### src/rtl/clk_div_sel_pkg.sv
// Shared constants for the divider and the downstream LED/display experiments.
//   CLK_HZ      board clock frequency
//   SEL_W       width of the ratio selector
//   HALF_*HZ    default half-periods (in clk cycles) for 1/2/4/8 Hz
//   speed_e     named ratio indices used on the selector
package clk_div_sel_pkg;

  localparam int unsigned CLK_HZ = 50_000_000;
  localparam int unsigned SEL_W  = 2;

  // Half-period in clk cycles for a square wave of the given frequency.
  function automatic int unsigned half_for_hz(input int unsigned hz);
    return CLK_HZ / (2 * hz);
  endfunction

  localparam int unsigned HALF_1HZ = half_for_hz(1);
  localparam int unsigned HALF_2HZ = half_for_hz(2);
  localparam int unsigned HALF_4HZ = half_for_hz(4);
  localparam int unsigned HALF_8HZ = half_for_hz(8);

  typedef logic [SEL_W-1:0] sel_t;

  typedef enum logic [SEL_W-1:0] {
    SPEED_1HZ = 2'd0,
    SPEED_2HZ = 2'd1,
    SPEED_4HZ = 2'd2,
    SPEED_8HZ = 2'd3
  } speed_e;

endpackage

### src/rtl/clk_div_sel.sv
// Programmable frequency divider with glitch-free ratio switching.
//   clk        board clock, all logic on posedge
//   reset      synchronous, active-low
//   en         1 = run, 0 = freeze counter/clk_out/act_sel (tick forced low)
//   speed_sel  requested ratio index, adopted only at the end of a full period
//   clk_out    divided clock, 50 % duty, period 2*HALFn
//   tick       one-cycle pulse with each rising edge of clk_out
module clk_div_sel
  import clk_div_sel_pkg::*;
#(
  parameter int unsigned CNT_W = 26,
  parameter int unsigned HALF0 = HALF_1HZ,
  parameter int unsigned HALF1 = HALF_2HZ,
  parameter int unsigned HALF2 = HALF_4HZ,
  parameter int unsigned HALF3 = HALF_8HZ
) (
  input  logic clk,
  input  logic reset,
  input  logic en,
  input  sel_t speed_sel,
  output logic clk_out,
  output logic tick
);

  logic [CNT_W-1:0] cnt;
  logic [CNT_W-1:0] half;
  logic [CNT_W-1:0] last;
  speed_e           act_sel;

  always_comb begin
    half = CNT_W'(HALF0);
    unique case (act_sel)
      SPEED_1HZ: half = CNT_W'(HALF0);
      SPEED_2HZ: half = CNT_W'(HALF1);
      SPEED_4HZ: half = CNT_W'(HALF2);
      SPEED_8HZ: half = CNT_W'(HALF3);
      default:   half = CNT_W'(HALF0);
    endcase
  end

  assign last = half - CNT_W'(1);

  // act_sel only moves on the falling toggle of clk_out, so a period
  // always completes with the ratio it started with.
  always_ff @(posedge clk) begin
    if (!reset) begin
      cnt     <= '0;
      clk_out <= 1'b0;
      tick    <= 1'b0;
      act_sel <= speed_e'(speed_sel);
    end else if (en) begin
      if (cnt == last) begin
        cnt     <= '0;
        clk_out <= ~clk_out;
        tick    <= ~clk_out;
        if (clk_out)
          act_sel <= speed_e'(speed_sel);
      end else begin
        cnt  <= cnt + CNT_W'(1);
        tick <= 1'b0;
      end
    end else begin
      tick <= 1'b0;
    end
  end

endmodule

### config.mk
export PLATFORM = sky130hd
export DESIGN_NAME = clk_div_sel
export DESIGN_NICKNAME = d
export VERILOG_FILES = /design/src/rtl/clk_div_sel_pkg.sv /design/src/rtl/clk_div_sel.sv
export SDC_FILE = /design/constraint.sdc
export NUM_CORES = 1
export LEC_CHECK = 0
export ABC_CLOCK_PERIOD_IN_PS = 5600
export CAP_MARGIN = 15
export CELL_PAD_IN_SITES_DETAIL_PLACEMENT = 1
export CELL_PAD_IN_SITES_GLOBAL_PLACEMENT = 1
export CORE_AREA = 2 2 61 63
export CTS_CLUSTER_DIAMETER = 50
export DETAILED_ROUTE_END_ITERATION = 6
export DIE_AREA = 0 0 63 65
export GPL_ROUTABILITY_DRIVEN = 0
export PLACE_DENSITY = 0.89
export SYNTH_ARGS = -nofsm -noshare
export SYNTH_HDL_FRONTEND = slang
export SYNTH_SLANG_ARGS = --single-unit
export TNS_END_PERCENT = 50
### constraint.sdc
create_clock -name clk -period 5.6 [get_ports clk]
set_clock_uncertainty 0.15 [all_clocks]
set_input_delay 1.12 -clock clk [delete_from_list [all_inputs] [get_ports clk]]
set_output_delay 1.12 -clock clk [all_outputs]
set_load 0.02 [all_outputs]
### Yosys cells after proc, flatten, opt, wreduce, memory -nomap -nowiden

Cells that the tools add are included.

* bits in registers: 30
* output and inout port bits: 2
* word-level logic and storage cells: 24

* add/sub/neg operators: 2
* equality and inequality tests: 7
* multiplexer cells: 6
* bitwise logic cells: 1
* reductions and logical operators: 4

Operators by type and width (number)
* 26-bit one-hot mux with 4 select lines: 1
* 26-bit by 1-bit adder with 26-bit output (second input constant): 1
* 26-bit equality test: 1
* 26-bit two-way mux: 1
* 26-bit by 1-bit subtractor with 26-bit output (second input constant): 1
* 2-bit two-way mux: 4
* 2-bit by 1-bit inequality test with 1-bit output (second input constant): 3
* 3-bit AND reduction: 2
* 2-bit equality test (second input constant): 2
* 2-bit by 1-bit equality test with 1-bit output (second input constant): 1
* 2-bit logical NOT: 1
* 2-bit AND reduction: 1
* 1-bit NOT: 1

### Depth between registers and ports, before layout

* depth after elaboration: 7
* gate-level depth with buffers: 7
* mapped depth without buffers: 6

### Worst setup path before layout

No wires, ideal clock.

* path type: input to register
* start point: in en
* end point: reg act_sel[0] (enable)
* setup time: 0.313 ns
* data arrival time: 2.349 ns
* required time: 5.137 ns
* path slack: 2.788 ns
* stages: 6
* buffers on the path: 1
* cell sequence: buf_2 > nand3_1 > a21oi_1 > o2111ai_4 > or3_1 > o21ai_1

* word-level cells in the longest chain between the ends: 2

RTL lines
* start: declaration: RTL line clk_div_sel.sv:19 `input logic en,`
* 2-bit by 1-bit inequality test with 1-bit output (no source line)
* 3-bit AND reduction (no source line)
* end signal: assignment: RTL line clk_div_sel.sv:50 `act_sel <= speed_e'(speed_sel);`
* end signal: assignment: RTL line clk_div_sel.sv:57 `act_sel <= speed_e'(speed_sel);`
* end: declaration: RTL line clk_div_sel.sv:28 `speed_e act_sel;`

No other way between the ends.
A chain may end at the register's enable or synchronous reset.

### Worst setup path in the final report

* start point: in en
* end point: reg act_sel[1] (enable)

Same word-level chain as after synthesis.

==> metrics.cfg <==
[synth]
ys_seq_elements = 30
ys.flop_type = dfxtp_1
synth_compound_area_frac = 0.106
yosysTopAreaCellShare = 0.343
synth_cells = 175
seq_area_frac_synth = 0.379
syn_nets = 181
synth_top_area_cell = dfxtp_1
synth-adder-area-share = 0.00765
synthXorXnorAreaFrac = 0.134
netlist_top_cells_area = dfxtp_1 34%, xor2_1 9.1%, nor2_2 7.7%
syn_area_um2 = 1640
synth_warnings = 0
synth.distinct_cells = 44
synth_simple_gate_area_frac = 0.319
muxShareOfSynthArea = 0.00612
synthArstFlopShare = 0
syn_area_per_cell_um2 = 9.34
synth_top_family_by_area = simple AND/OR/NAND/NOR gates
synth_edf_count = 2

[finish]
fillers = 436
layout.nets = 187
diodes = 0
final_util = 0.511
drive_gt1_frac = 0.198
synthToLayoutAreaGrowth_pct = 9.33

[clock_tree]
htreeDepth = 2
cts_buffers = 5
cts_resized = 0
cts_hold_buffers = 0
worstSkewPairLatency_ns = 0.34
path_clk_slew_ns = 0.10
cts_sinks = 30
clockBufferDepth = 2
cts_root_buffer = clkbuf_4
post_cts_buffers = 0
tritoncts = yes

[worst_setup_path]
crit_slowest_cell = clkdlybuf4s50_1
reg2reg_depth = 4
cp_cell_sequence = clkdlybuf4s50_1, nand3_1, a21oi_1, o2111ai_4, or3_1, o21ai_1
worstSetupStartpointType = input port
end_kind = flop
path_buf_inv = 1
rr_endpoint = act_sel[1]
slowest_delay_ns = 0.59
timing.critical_path.fanout_max = 6
r2r-start = act_sel[1]
critPathKind = in2reg
critical-path-top-delay-family = simple AND/OR/NAND/NOR gates
required_ns = 5.50
cp.arrival_ns = 2.98
r2r_slack_ns = 3.21

[timing]
fin_crit_ns = 3.08
fin_setup_tns_ns = 0
finalMaxSlewViolations = 0
relSlewSlack = 0.483
fmax_mhz = 324
hold_violations = 0
timing.final.crit_share = 0.550
worst_slack_ns = 2.52
worstMarginPinSlew_ns = 0.769
grt_setup_unrepaired = no
setup_viol = 0

[routing]
drcViolationCount = 0
totalWireLength_um = 3700
wl_per_cell_um = 16.1
drtIter0Drc = 34
firstDrtPassIters = 4
drtAntennaViolNets = 0
avgViaCountPerCell = 5.55
num_vias = 1277

[power_and_ir_drop]
vdd_drop_max_mv = 0.138
swShare = 0.214
total_leakage_power_nw = 0.544
p_int_mw = 0.333
switching_power_mw = 0.0906
p_seq_frac = 0.527
comb_power_share = 0.044
powerDensity_nw_per_um2 = 237
clkPwrFrac = 0.430

[die]
die_h_um = 65
initial_core_util = 0.468
die-area_um2 = 4100
num_io_pins = 7
rows = 22
core_um2 = 3500
die_w_um = 63

[flow_run]
maxCapViolCount = 0

[global_routing]
grt_pass1_vias = 1386
gr-total-overflow = 0
grt_pass1_wl_um = 6530
grt_max_degree = 27
antenna_found_initial = 0
grtUsageTotal = 0.218

[run_status]
status = complete, no violations

[min_path]
hold_class = reg2reg
hp-start = clk_out
min_path_cells = 1
worstHoldEndpoint = tick

[placement]
io_buffers = 6
dp_slack_ns = 2.15
place_hpwl_um = 2840

==> state kept, by name, summed over array words and instances (netlist names) <==
signal / flops
tick: 1
act_sel: 2
clk_out: 1
cnt: 26
==> metal layers <==
metal,vias up,GRT usage,share of wire
met4,0,0.131,0.030
met1,635,0.232,0.42
met2,16,0.380,0.52
met5,-,0,0
met3,10,0.0642,0.027
li1,616,-,-
==> power groups by stage <==
| stage | sequential, mW | combinational (mW) | clock (mW) |
|---|---|---|---|
| after floorplan | 0.225 | 0.0182 | 0 |
| after global placement | 0.228 | 0.0177 | 0 |
| after global routing | 0.224 | 0.0208 | 0.193 |
| final | 0.223 | 0.0186 | 0.182 |
| after detailed placement | 0.228 | 0.0187 | 0 |
| after CTS | 0.223 | 0.0189 | 0.188 |
==> cell usage after synthesis (all sizes together), types with 3 or more instances <==
cell type and n:
nor2 29, dfxtp 28, xor2 17, nand2 13, nand3 13, xnor2 8, buf 7, nand4 7
nor3 6, inv 5, nor4 4, nor2b 3, nor3b 3, o31ai 3
==> through the flow <==
stage	instance area, um^2	cells	hold WS (ns)	total power [mW]
4_1_cts	1790	230	0.384	0.430
6_report	1790	230	0.369	0.424
3_5_place_dp	1700	222	0.358	0.247
5_1_grt	1790	230	0.420	0.438
2_1_floorplan	1640	175	0.325	0.243
3_3_place_gp	1700	222	0.329	0.245
==> placed cells by master, fill, tap and decap left out, types with 2 or more instances in the layout <==
master	n
nor3b_1	3
nor4_2	2
nor2_1	9
nand4_1	7
nor3_1	6
edfxtp_1	2
a21boi_1	2
nor2b_1	3
o31ai_4	2
nor2_2	20
and4_1	2
clkdlybuf4s50_1	6
inv_1	5
nand3_1	13
dfxtp_1	28
xnor2_1	8
xor2_1	17
a21oi_1	2
clkbuf_4	5
nand2b_1	2
nand2_1	13
==> how the worst max path moves through the flow <==
stage	to	slack, ns	from	depth (start not counted)
after global routing	cnt[23]	2.38	en	7
after CTS	act_sel[1]	2.54	en	6
final	act_sel[1]	2.52	en	6
after detailed placement	act_sel[1]	2.15	en	6
after global placement	act_sel[0]	2.23	en	6
after floorplan	act_sel[0]	2.79	en	6
==> area by class of cell <==
| cell class | count | area (um^2) | area share |
|---|---|---|---|
| flip-flops and latches | 30 | 621 | 0.347 |
| repair buffers | 7 | 67.6 | 0.0378 |
| well taps | 48 | 60.1 | 0.0336 |
| clock inverters | 1 | 30.0 | 0.0168 |
| inverters | 5 | 18.8 | 0.0105 |
| multi-input cells | 132 | 936 | 0.523 |
| clock buffers | 7 | 55.1 | 0.0308 |
==> kinds of logic after synthesis <==
| kind of cell | after synthesis |
|---|---|
| AOI/OAI and AO/OA | 16 |
| adders and majority gates | 1 |
| buffers and inverters | 13 |
| DFF | 30 |
| muxes | 1 |
| xor gates and xnor gates | 25 |
| and+or+nand+nor | 89 |
Power figures use the tool's default switching activity.
